File: src/rtl/fmul_result_pack_if.sv
// Handshake bundle between the multiplier, the result pack stage and its consumer.
// The slave view is the pack stage; the master view drives results in and drains them out.
interface fmul_result_pack_if;
  logic        in_valid;
  logic        in_ready;
  logic        in_sign;
  logic [7:0]  in_exp;
  logic [23:0] in_frac;
  logic        in_error;
  logic        in_overflow;
  logic        out_valid;
  logic        out_ready;
  logic [31:0] out_data;
  logic        out_error;
  logic        out_overflow;

  modport slave (
    input  in_valid, in_sign, in_exp, in_frac, in_error, in_overflow, out_ready,
    output in_ready, out_valid, out_data, out_error, out_overflow
  );

  modport master (
    output in_valid, in_sign, in_exp, in_frac, in_error, in_overflow, out_ready,
    input  in_ready, out_valid, out_data, out_error, out_overflow
  );
endinterface

File: src/rtl/fmul_result_pack.sv
// Packs unpacked multiplier results into binary32 words, buffers them in a small FIFO
// and keeps sticky invalid/overflow flags plus saturating event counters.
module fmul_result_pack #(
  parameter int DEPTH = 2,
  parameter int CNT_W = 8,
  localparam int AW = $clog2(DEPTH),
  localparam int CW = AW + 1
) (
  input  logic                 clk,
  input  logic                 rst_n,
  fmul_result_pack_if.slave    bus,
  input  logic                 flag_clear,
  output logic                 flag_invalid,
  output logic                 flag_overflow,
  output logic [CNT_W-1:0]     nan_cnt,
  output logic [CNT_W-1:0]     ovf_cnt,
  output logic [CW-1:0]        count
);

  localparam logic [CW-1:0]    DEPTH_C = CW'(DEPTH);
  localparam logic [CNT_W-1:0] CNT_MAX = {CNT_W{1'b1}};

  logic [31:0]      data_mem_r [DEPTH];
  logic [DEPTH-1:0] err_mem_r;
  logic [DEPTH-1:0] ovf_mem_r;
  logic [AW-1:0]    wr_ptr_r, rd_ptr_r, rd_next_s;
  logic [CW-1:0]    count_r, count_next_s;
  logic             in_ready_r, out_valid_r, out_error_r, out_overflow_r;
  logic [31:0]      out_data_r;
  logic             out_error_next_s, out_overflow_next_s;
  logic [31:0]      out_data_next_s, packed_s;
  logic             push_s, pop_s;
  logic             flag_invalid_r, flag_overflow_r, flag_invalid_next_s, flag_overflow_next_s;
  logic [CNT_W-1:0] nan_cnt_r, ovf_cnt_r, nan_cnt_next_s, ovf_cnt_next_s;

  function automatic logic [31:0] pack_result(input logic sign, input logic [7:0] exp,
                                              input logic [23:0] frac, input logic err,
                                              input logic ovf);
    if (err) begin
      return 32'h7FC0_0000;
    end else if (ovf) begin
      return {sign, 8'hFF, 23'h0};
    end else if (exp == 8'h00) begin
      return {sign, 31'h0};
    end else begin
      return {sign, exp, frac[22:0]};
    end
  endfunction

  // Clear wins against an idle event; a coincident event restarts the count at one.
  function automatic logic [CNT_W-1:0] cnt_update(input logic [CNT_W-1:0] cur,
                                                  input logic set, input logic clr);
    if (set && clr) begin
      return CNT_W'(1);
    end else if (set) begin
      return (cur == CNT_MAX) ? cur : cur + CNT_W'(1);
    end else if (clr) begin
      return '0;
    end else begin
      return cur;
    end
  endfunction

  // Handshake qualification, occupancy and head-of-queue selection.
  always_comb begin
    push_s          = bus.in_valid & in_ready_r;
    pop_s           = out_valid_r & bus.out_ready;
    packed_s        = pack_result(bus.in_sign, bus.in_exp, bus.in_frac, bus.in_error, bus.in_overflow);
    count_next_s    = count_r;
    rd_next_s       = rd_ptr_r;
    out_data_next_s = out_data_r;
    out_error_next_s    = out_error_r;
    out_overflow_next_s = out_overflow_r;
    case ({push_s, pop_s})
      2'b10:   count_next_s = count_r + CW'(1);
      2'b01:   count_next_s = count_r - CW'(1);
      default: count_next_s = count_r;
    endcase
    if (pop_s) begin
      rd_next_s = rd_ptr_r + AW'(1);
    end else begin
      rd_next_s = rd_ptr_r;
    end
    // The entry written this cycle is the new head only when nothing older remains.
    if (count_next_s == '0) begin
      out_data_next_s = out_data_r;
    end else if (push_s && (wr_ptr_r == rd_next_s)) begin
      out_data_next_s     = packed_s;
      out_error_next_s    = bus.in_error;
      out_overflow_next_s = bus.in_overflow;
    end else begin
      out_data_next_s     = data_mem_r[rd_next_s];
      out_error_next_s    = err_mem_r[rd_next_s];
      out_overflow_next_s = ovf_mem_r[rd_next_s];
    end
    flag_invalid_next_s  = (push_s & bus.in_error) | (flag_invalid_r & ~flag_clear);
    flag_overflow_next_s = (push_s & bus.in_overflow) | (flag_overflow_r & ~flag_clear);
    nan_cnt_next_s = cnt_update(nan_cnt_r, push_s & bus.in_error, flag_clear);
    ovf_cnt_next_s = cnt_update(ovf_cnt_r, push_s & bus.in_overflow, flag_clear);
  end

  // FIFO storage, pointers, registered outputs and exception bookkeeping.
  always_ff @(posedge clk or negedge rst_n) begin
    if (!rst_n) begin
      for (int i = 0; i < DEPTH; i++) begin
        data_mem_r[i] <= 32'h0;
      end
      err_mem_r       <= '0;
      ovf_mem_r       <= '0;
      wr_ptr_r        <= '0;
      rd_ptr_r        <= '0;
      count_r         <= '0;
      in_ready_r      <= 1'b0;
      out_valid_r     <= 1'b0;
      out_data_r      <= 32'h0;
      out_error_r     <= 1'b0;
      out_overflow_r  <= 1'b0;
      flag_invalid_r  <= 1'b0;
      flag_overflow_r <= 1'b0;
      nan_cnt_r       <= '0;
      ovf_cnt_r       <= '0;
    end else begin
      if (push_s) begin
        data_mem_r[wr_ptr_r] <= packed_s;
        err_mem_r[wr_ptr_r]  <= bus.in_error;
        ovf_mem_r[wr_ptr_r]  <= bus.in_overflow;
        wr_ptr_r             <= wr_ptr_r + AW'(1);
      end
      rd_ptr_r        <= rd_next_s;
      count_r         <= count_next_s;
      in_ready_r      <= (count_next_s < DEPTH_C);
      out_valid_r     <= (count_next_s != '0);
      out_data_r      <= out_data_next_s;
      out_error_r     <= out_error_next_s;
      out_overflow_r  <= out_overflow_next_s;
      flag_invalid_r  <= flag_invalid_next_s;
      flag_overflow_r <= flag_overflow_next_s;
      nan_cnt_r       <= nan_cnt_next_s;
      ovf_cnt_r       <= ovf_cnt_next_s;
    end
  end

  assign bus.in_ready     = in_ready_r;
  assign bus.out_valid    = out_valid_r;
  assign bus.out_data     = out_data_r;
  assign bus.out_error    = out_error_r;
  assign bus.out_overflow = out_overflow_r;
  assign flag_invalid     = flag_invalid_r;
  assign flag_overflow    = flag_overflow_r;
  assign nan_cnt          = nan_cnt_r;
  assign ovf_cnt          = ovf_cnt_r;
  assign count            = count_r;

endmodule

File: src/flat_wrapper.sv
// flat-port wrapper written by rule: the top's interface ports become plain ports
module fmul_result_pack_flat 
#(
  parameter int DEPTH = 2,
  parameter int CNT_W = 8,
  localparam int AW = $clog2(DEPTH),
  localparam int CW = AW + 1
)
  (clk, rst_n, flag_clear, flag_invalid, flag_overflow, nan_cnt, ovf_cnt, count, bus_in_valid, bus_in_sign, bus_in_exp, bus_in_frac, bus_in_error, bus_in_overflow, bus_out_ready, bus_in_ready, bus_out_valid, bus_out_data, bus_out_error, bus_out_overflow);
  fmul_result_pack_if bus_i ();
  input  logic clk;
  input  logic rst_n;
  input  logic flag_clear;
  output logic flag_invalid;
  output logic flag_overflow;
  output logic [CNT_W-1:0] nan_cnt;
  output logic [CNT_W-1:0] ovf_cnt;
  output logic [CW-1:0] count;
  input wire logic [$bits(bus_i.in_valid)-1:0] bus_in_valid;
  input wire logic [$bits(bus_i.in_sign)-1:0] bus_in_sign;
  input wire logic [$bits(bus_i.in_exp)-1:0] bus_in_exp;
  input wire logic [$bits(bus_i.in_frac)-1:0] bus_in_frac;
  input wire logic [$bits(bus_i.in_error)-1:0] bus_in_error;
  input wire logic [$bits(bus_i.in_overflow)-1:0] bus_in_overflow;
  input wire logic [$bits(bus_i.out_ready)-1:0] bus_out_ready;
  output wire logic [$bits(bus_i.in_ready)-1:0] bus_in_ready;
  output wire logic [$bits(bus_i.out_valid)-1:0] bus_out_valid;
  output wire logic [$bits(bus_i.out_data)-1:0] bus_out_data;
  output wire logic [$bits(bus_i.out_error)-1:0] bus_out_error;
  output wire logic [$bits(bus_i.out_overflow)-1:0] bus_out_overflow;
  assign bus_i.in_valid = bus_in_valid;
  assign bus_i.in_sign = bus_in_sign;
  assign bus_i.in_exp = bus_in_exp;
  assign bus_i.in_frac = bus_in_frac;
  assign bus_i.in_error = bus_in_error;
  assign bus_i.in_overflow = bus_in_overflow;
  assign bus_i.out_ready = bus_out_ready;
  assign bus_in_ready = bus_i.in_ready;
  assign bus_out_valid = bus_i.out_valid;
  assign bus_out_data = bus_i.out_data;
  assign bus_out_error = bus_i.out_error;
  assign bus_out_overflow = bus_i.out_overflow;
  fmul_result_pack #(.DEPTH(DEPTH), .CNT_W(CNT_W)) u_core (.clk(clk), .rst_n(rst_n), .bus(bus_i), .flag_clear(flag_clear), .flag_invalid(flag_invalid), .flag_overflow(flag_overflow), .nan_cnt(nan_cnt), .ovf_cnt(ovf_cnt), .count(count));
endmodule
File: config.mk
export PLATFORM = sky130hd
export DESIGN_NAME = fmul_result_pack_flat
export DESIGN_NICKNAME = d
export VERILOG_FILES = /design/src/rtl/fmul_result_pack_if.sv /design/src/rtl/fmul_result_pack.sv /design/src/flat_wrapper.sv
export SDC_FILE = /design/constraint.sdc
export NUM_CORES = 1
export LEC_CHECK = 0
export CELL_PAD_IN_SITES_DETAIL_PLACEMENT = 1
export CELL_PAD_IN_SITES_GLOBAL_PLACEMENT = 2
export CORE_MARGIN = 2
export CORE_UTILIZATION = 25
export DETAILED_ROUTE_END_ITERATION = 8
export PLACE_DENSITY = 0.59
export SYNTH_ARGS = -nofsm -noshare
export SYNTH_HDL_FRONTEND = slang
export SYNTH_SLANG_ARGS = --single-unit
File: constraint.sdc
create_clock -name clk -period 3.27 [get_ports clk]
set_input_delay 0.654 -clock clk [delete_from_list [all_inputs] [get_ports clk]]
set_output_delay 0.654 -clock clk [all_outputs]
set_load 0.01 [all_outputs]
Yosys cells after proc, flatten, opt, wreduce, memory -nomap -nowiden
Cells that the tools add are included.
{ "op_classes": {"eq_ne": 7, "n_mux": 29, "reduce_logical": 12, "order_cmp": 7, "bitwise_logic": 11, "add_sub_neg": 6} }
{ "op_table": {"columns": ["cell", "n"], "rows": [
  ["$mux W32", 6],
  ["$bwmux W64", 1],
  ["$mux W31", 2],
  ["$mux W8", 7],
  ["$demux W32 S1", 1],
  ["$add A8 B1 Y8 const B", 2],
  ["$eq A8 B8 Y1 const B", 2],
  ["$logic_not A8 Y1", 1],
  ["$mux W1", 8],
  ["$and A1 B1 Y1", 6],
  ["$ne A3 B3 Y1 const B", 2],
  ["$reduce_bool A3 Y1", 2],
  ["$logic_and A1 B1 Y1", 5],
  ["$bwmux W2", 2],
  ["$ge A2 B2 Y1 const B", 2],
  ["$lt A1 B2 Y1 const B", 2],
  ["$not A1 Y2", 2],
  ["$pmux W2 S2", 1],
  ["$reduce_and A2 Y1", 2],
  ["$add A1 B1 Y1 const B", 2],
  ["$add A2 B1 Y2 const B", 1],
  ["$eq A2 B1 Y1 const B", 1],
  ["$eq A2 B2 Y1 const B", 1],
  ["$logic_not A2 Y1", 1],
  ["other kinds (9)", 10]
]} }
{ "totals": {"elab_cells": 88, "input_bits": 40, "out_inout_bits": 56, "regBits": 126} }

Depth between registers and ports, before layout
{ "depth": {"depth_word": 7, "depth_mapped": 13} }

Worst setup path after synthesis
Ideal clock, no wire load.
{ "synth_path": {"path_type": "in2reg", "start": "input bus_in_valid", "end": "register u_core.out_data_r[7], in the netlist u_core.bus.out_data[7]", "path_buffers": 5, "setup_ps": 90, "cell_stages": 13, "setup_slack_ps": 337, "arrival_time_ps": 2843, "path_cell_list": "and2_1 -> buf_2 -> inv_1 -> buf_2 -> buf_1 -> ha_1 -> nor3b_1 -> a21o_1 -> buf_2 -> inv_2 -> clkbuf_1 -> nand3_1 -> o221ai_1"} }
{ "synth_between": {"elab_chain_len": 4} }
{ "synth_rtl": {"columns": ["element", "line_no", "rtl"], "rows": [
  ["start, declared", "flat_wrapper.sv:19", "input wire logic [$bits(bus_i.in_valid)-1:0] bus_in_valid;"],
  ["$and A1 B1 Y1 *", "fmul_result_pack.sv:66", "push_s = bus.in_valid & in_ready_r;"],
  ["$eq A2 B1 Y1 / $eq A2 B2 Y1 (equally long branches)", "fmul_result_pack.sv:74", "case ({push_s, pop_s})"],
  ["$pmux W2 S2", "fmul_result_pack.sv:74", null],
  ["$logic_not A2 Y1", "fmul_result_pack.sv:85", "if (count_next_s == '0) begin"],
  ["end signal, assigned", "fmul_result_pack.sv:133", "out_data_r <= out_data_next_s;"],
  ["end, declared", "fmul_result_pack.sv:29", "logic [31:0] out_data_r;"]
]} }
Mark *: on every way between the ends. The rest lies on a longest branch, timed or not.
A chain may end at the register's enable or synchronous reset.

Final worst setup path
{ "layout_path": {"start": "input bus_out_ready", "end": "register u_core.out_data_r[1], in the netlist u_core.bus.out_data[1]"} }
{ "layout_between": {"elab_chain_len": 7} }
{ "layout_rtl": {"columns": ["element", "line_no", "rtl"], "rows": [
  ["start, declared", "flat_wrapper.sv:25", "input wire logic [$bits(bus_i.out_ready)-1:0] bus_out_ready;"],
  ["$and A1 B1 Y1 *", "fmul_result_pack.sv:67", "pop_s = out_valid_r & bus.out_ready;"],
  ["$mux W1", "fmul_result_pack.sv:79", "if (pop_s) begin"],
  ["$not A1 Y2 (implied by the code)", "fmul_result_pack.sv:92", "out_data_next_s = data_mem_r[rd_next_s];"],
  ["$mux W32 (implied by the code) (3 in series)", "fmul_result_pack.sv:92", null],
  ["$mux W32", "fmul_result_pack.sv:87", "end else if (push_s && (wr_ptr_r == rd_next_s)) begin"]
]} }
Mark *: on every way between the ends. The rest lies on a longest branch, timed or not. The select of a mux whose other input is x is not followed.

==> impl_metrics.xml <==
<?xml version="1.0" encoding="UTF-8"?>
<metrics>
  <group name="synthesis">
    <metric name="synth-edff-count" unit="">0</metric>
    <metric name="syn_area_per_cell" unit="sq um">9.46</metric>
    <metric name="synth_top_family_by_area" unit="">compound AO/OA/AOI/OAI gates</metric>
    <metric name="syn-cell-area" unit="sq mm">0.00616</metric>
    <metric name="synth-seq-cells" unit="">126</metric>
    <metric name="synth.mux.area_fraction" unit="%">0.691</metric>
    <metric name="yosys_warnings" unit="">0</metric>
    <metric name="synth_cell_type_count" unit="">55</metric>
    <metric name="post_synth_xor_area_fraction" unit="%">2.25</metric>
    <metric name="synth_top_flop_cell" unit="">dfrtp_1</metric>
    <metric name="synth-compound-area-share" unit="%">21.2</metric>
    <metric name="synth-simple-area-share" unit="%">19.4</metric>
    <metric name="synthArstFlopShare" unit="%">100</metric>
    <metric name="synth_cells" unit="">651</metric>
    <metric name="synth.yosys.seq_area_share" unit="%">51.2</metric>
    <metric name="postSynthNetCount" unit="">694</metric>
    <metric name="synth-adder-area-share" unit="%">0.609</metric>
  </group>
  <group name="critical_path">
    <metric name="setup_slack_of_the_worst_register_to_register_path" unit="ns">0.83</metric>
    <metric name="endpoint_kind" unit="">flop</metric>
    <metric name="worst_path_top_cell_family_by_delay" unit="">XOR/XNOR gates</metric>
    <metric name="critical_path.max_stage_delay" unit="ns">0.96</metric>
    <metric name="worst_r2r_path_depth" unit="">4</metric>
    <metric name="worstPathCellList" unit="">clkdlybuf4s50_1, and2_0, xnor2_4, nand2_2, o221ai_1</metric>
    <metric name="critPathRequiredTime" unit="ns">3.59</metric>
    <metric name="critical_path.max_fanout" unit="">32</metric>
    <metric name="crit_arrival" unit="ns">3.02</metric>
    <metric name="critical_path_class" unit="">input pin to flop</metric>
    <metric name="cp-start-kind" unit="">input pin</metric>
    <metric name="regToRegEndpoint" unit="">u_core.bus.out_data[1]</metric>
    <metric name="slowest_stage" unit="">xnor2_4</metric>
    <metric name="critical_path_buf_inv_count" unit="">1</metric>
    <metric name="worstReg2RegStart" unit="">u_core.bus.out_valid</metric>
  </group>
  <group name="timing">
    <metric name="finalHoldViolCount" unit="">0</metric>
    <metric name="fin_crit" unit="ns">2.69</metric>
    <metric name="clock_skew" unit="ns">0.00722</metric>
    <metric name="setup_ws" unit="ns">0.577</metric>
    <metric name="setup_repair_after_global_routing_missed_its_margin" unit="">false</metric>
    <metric name="finalSetupViolations" unit="">0</metric>
    <metric name="maxSlewHeadroom" unit="%">23.6</metric>
    <metric name="tightestPinTransition" unit="ns">1.15</metric>
    <metric name="final_max_slew_viol_count" unit="">0</metric>
    <metric name="max_freq" unit="GHz">0.371</metric>
    <metric name="post-route-period-util" unit="%">82.4</metric>
    <metric name="finalSetupTns" unit="ns">0</metric>
  </group>
  <group name="power_and_ir_drop">
    <metric name="ir_worst_vdd" unit="mV">0.441</metric>
    <metric name="power.leakage" unit="nW">3.43</metric>
    <metric name="report.power.total" unit="mW">8.17</metric>
    <metric name="combinationalPowerShare" unit="%">41.0</metric>
    <metric name="netSwitchingPower" unit="mW">3.10</metric>
    <metric name="cellPowerDensity" unit="mW/mm^2">1000</metric>
    <metric name="seq_power_share" unit="%">31.2</metric>
    <metric name="power_switching_share" unit="%">37.9</metric>
    <metric name="p_int" unit="mW">5.07</metric>
    <metric name="p_clk_share" unit="%">27.7</metric>
  </group>
  <group name="global_routing">
    <metric name="grt_pass1_wl" unit="microns">31700</metric>
    <metric name="overflow" unit="">0</metric>
    <metric name="grt_util_all_layers" unit="%">15.6</metric>
    <metric name="grt_antenna_before_repair" unit="">1</metric>
    <metric name="grt_max_degree" unit="">96</metric>
    <metric name="via_count_of_the_first_global_routing_pass" unit="">5702</metric>
  </group>
  <group name="hold_path">
    <metric name="hold_class" unit="">input pin to async pin</metric>
  </group>
  <group name="place">
    <metric name="place_inst" unit="">1034</metric>
    <metric name="detailed_placer_s_ending_hpwl" unit="microns">12500</metric>
    <metric name="gpl.final_weighted_congestion" unit="">0.706</metric>
    <metric name="dpl_cell_area" unit="sq mm">0.00745</metric>
    <metric name="place.port_buffers" unit="">94</metric>
    <metric name="place_ws" unit="ns">0.0919</metric>
  </group>
  <group name="routing">
    <metric name="ant_nets" unit="">0</metric>
    <metric name="drcViolationCount" unit="">0</metric>
    <metric name="first_pass_iters" unit="">4</metric>
    <metric name="routed_wl" unit="microns">19600</metric>
    <metric name="vias" unit="">5313</metric>
    <metric name="route.detailed.wl_per_inst" unit="microns">18.4</metric>
    <metric name="drt_iter0_markers" unit="">223</metric>
    <metric name="number_of_vias_per_cell_after_detailed_routing" unit="">4.98</metric>
  </group>
  <group name="clocking">
    <metric name="post-cts-setup-buffer-count" unit="">0</metric>
    <metric name="cts_made_buffers" unit="">17</metric>
    <metric name="worstSkewPairLatency" unit="ns">0.42</metric>
    <metric name="clock_slew_seen_by_the_registers_of_the_worst_setup_and_hold_paths" unit="ns">0.06</metric>
    <metric name="cts_hold_repair.buffers" unit="">0</metric>
    <metric name="clk_path_buf_depth" unit="">2</metric>
    <metric name="cts-root-buf" unit="">clkbuf_16</metric>
    <metric name="clock_sinks" unit="">126</metric>
    <metric name="htree_num_levels" unit="">4</metric>
    <metric name="post_cts.resized_instances" unit="">0</metric>
    <metric name="clock_tree_from_tritoncts" unit="">done</metric>
  </group>
  <group name="floorplanning">
    <metric name="ios" unit="">96</metric>
    <metric name="coreArea" unit="sq mm">0.0242</metric>
    <metric name="die_area" unit="sq mm">0.0259</metric>
    <metric name="placementRows" unit="">57</metric>
    <metric name="die_h" unit="microns">161</metric>
    <metric name="die_x" unit="microns">161</metric>
    <metric name="start_util" unit="%">25.4</metric>
  </group>
  <group name="final_layout">
    <metric name="final-instance-count-excl-fill" unit="">1067</metric>
    <metric name="drive_above_1_share" unit="%">11.5</metric>
    <metric name="layout.cell_area.non_filler" unit="sq mm">0.00816</metric>
    <metric name="area_growth_syn_to_layout" unit="%">32.5</metric>
    <metric name="n_fill_cell" unit="">2735</metric>
    <metric name="finalNetCount" unit="">772</metric>
  </group>
  <group name="flow_run">
    <metric name="timing.max_cap.violations" unit="">0</metric>
  </group>
  <group name="status">
    <metric name="outcome" unit="">finished clean</metric>
  </group>
</metrics>
-- registers in the layout, summed over array words and instances (netlist names) --
signal and cells:
u_core.ovf_mem_r 2, u_core.nan_cnt 8, u_core.flag_overflow 1, u_core.err_mem_r 2
u_core.ovf_cnt 8, u_core.bus.out_data 32, u_core.bus.out_valid 1, u_core.data_mem_r 64
u_core.bus.in_ready 1, u_core.flag_invalid 1, u_core.wr_ptr_r 1, u_core.count 2
u_core.bus.out_error 1, u_core.bus.out_overflow 1, u_core.rd_ptr_r 1
-- cells in the mapped netlist, types with 4 or more instances --
cell type / count / area share (%)
a31oi_1: 13 / 1.3
o21ai_1: 14 / 1.1
xnor2_1: 5 / 0.71
xor2_1: 4 / 0.57
clkbuf_1: 34 / 2.1
buf_6: 4 / 0.73
nor3_1: 4 / 0.33
o31ai_2: 8 / 1.6
a21boi_0: 23 / 2.8
buf_1: 6 / 0.37
inv_1: 6 / 0.37
a21oi_1: 8 / 0.65
nand4_1: 15 / 1.5
nand3_1: 17 / 1.4
and3_1: 46 / 4.7
a221oi_2: 9 / 2.2
buf_2: 13 / 1.1
dfrtp_1: 126 / 51
nor2_1: 32 / 2.0
o21ai_0: 57 / 4.6
nand2_1: 121 / 7.4
o221ai_1: 10 / 1.4
o22ai_1: 23 / 2.3
-- kinds of logic (layout without fill, tap and decap cells) --
family / count (synthesis) / count (layout)
AND/OR/NAND/NOR: 255 / 255
AO/OA/AOI/OAI: 187 / 187
flip-flops: 126 / 126
buffers and inverters: 64 / 155
XOR/XNOR: 12 / 12
multiplexers: 4 / 4
adder cells (fa/ha/maj): 3 / 3
other: 0 / 1
-- cells in the final DEF (no fill, tap or decap), types with 10 or more instances in the layout --
master           Yosys  routed
o22ai_1             23      23
clkdlybuf4s50_1      0      93
nand3_1             17      17
a21boi_0            23      23
and3_1              46      46
nand4_1             15      15
clkbuf_16            0      17
buf_4                0      20
o21ai_0             57      57
a31oi_1             13      13
nand2_1            121     120
dfrtp_1            126     126
o221ai_1            10      10
o21ai_1             14      14
nor2_1              32      32
-- how the worst max path moves through the flow --
stage	slack, ns	cells past startpoint	endpoint	startpoint
after global placement	0.16	5	u_core.bus.out_data[1]	bus_out_ready
after floorplan	0.34	13	u_core.bus.out_data[7]	bus_in_valid
final	0.58	5	u_core.bus.out_data[1]	bus_out_ready
after CTS	0.53	5	u_core.bus.out_data[3]	bus_out_ready
after global routing	0.37	5	u_core.bus.out_data[9]	bus_out_ready
after detailed placement	0.09	5	u_core.bus.out_data[1]	bus_out_ready
-- power groups by stage --
stage / Sequential [mW] / Combinational [mW] / Clock, mW
2_1_floorplan: 2.56 / 2.12 / 0
3_3_place_gp: 2.54 / 3.30 / 0
3_5_place_dp: 2.58 / 3.41 / 0
4_1_cts: 2.56 / 3.42 / 2.32
5_1_grt: 2.63 / 3.73 / 2.38
6_report: 2.55 / 3.35 / 2.27
-- routing by layer --
| metal | track usage, % | wire (microns) |
|---|---|---|
| met3 | 3.13 | 708 |
| met4 | 3.94 | 193 |
| met1 | 20.6 | 9190 |
| met2 | 26.1 | 9540 |
| met5 | 0 | 0 |
-- area by class of cell --
cell class              instances  area [sq um]  share of cell area (%)
flip-flops and latches        126          3150                    38.6
multi-input cells             461          2740                    33.5
repair buffers                116          1130                    13.9
clock buffers                  18           439                    5.38
well taps                     324           405                    4.97
clock inverters                14           264                    3.24
inverters                       7          26.3                   0.322
diodes                          1          2.50                  0.0307
-- stage by stage --
step | hold WS [ns] | util (%)
after floorplan | 0.358 | -
after global placement | 0.454 | 30.7
after detailed placement | 0.466 | 30.7
after CTS | 0.390 | 33.6
after global routing | 0.416 | 33.6
final | 0.322 | 33.7
(Power assumes the default switching activity.)
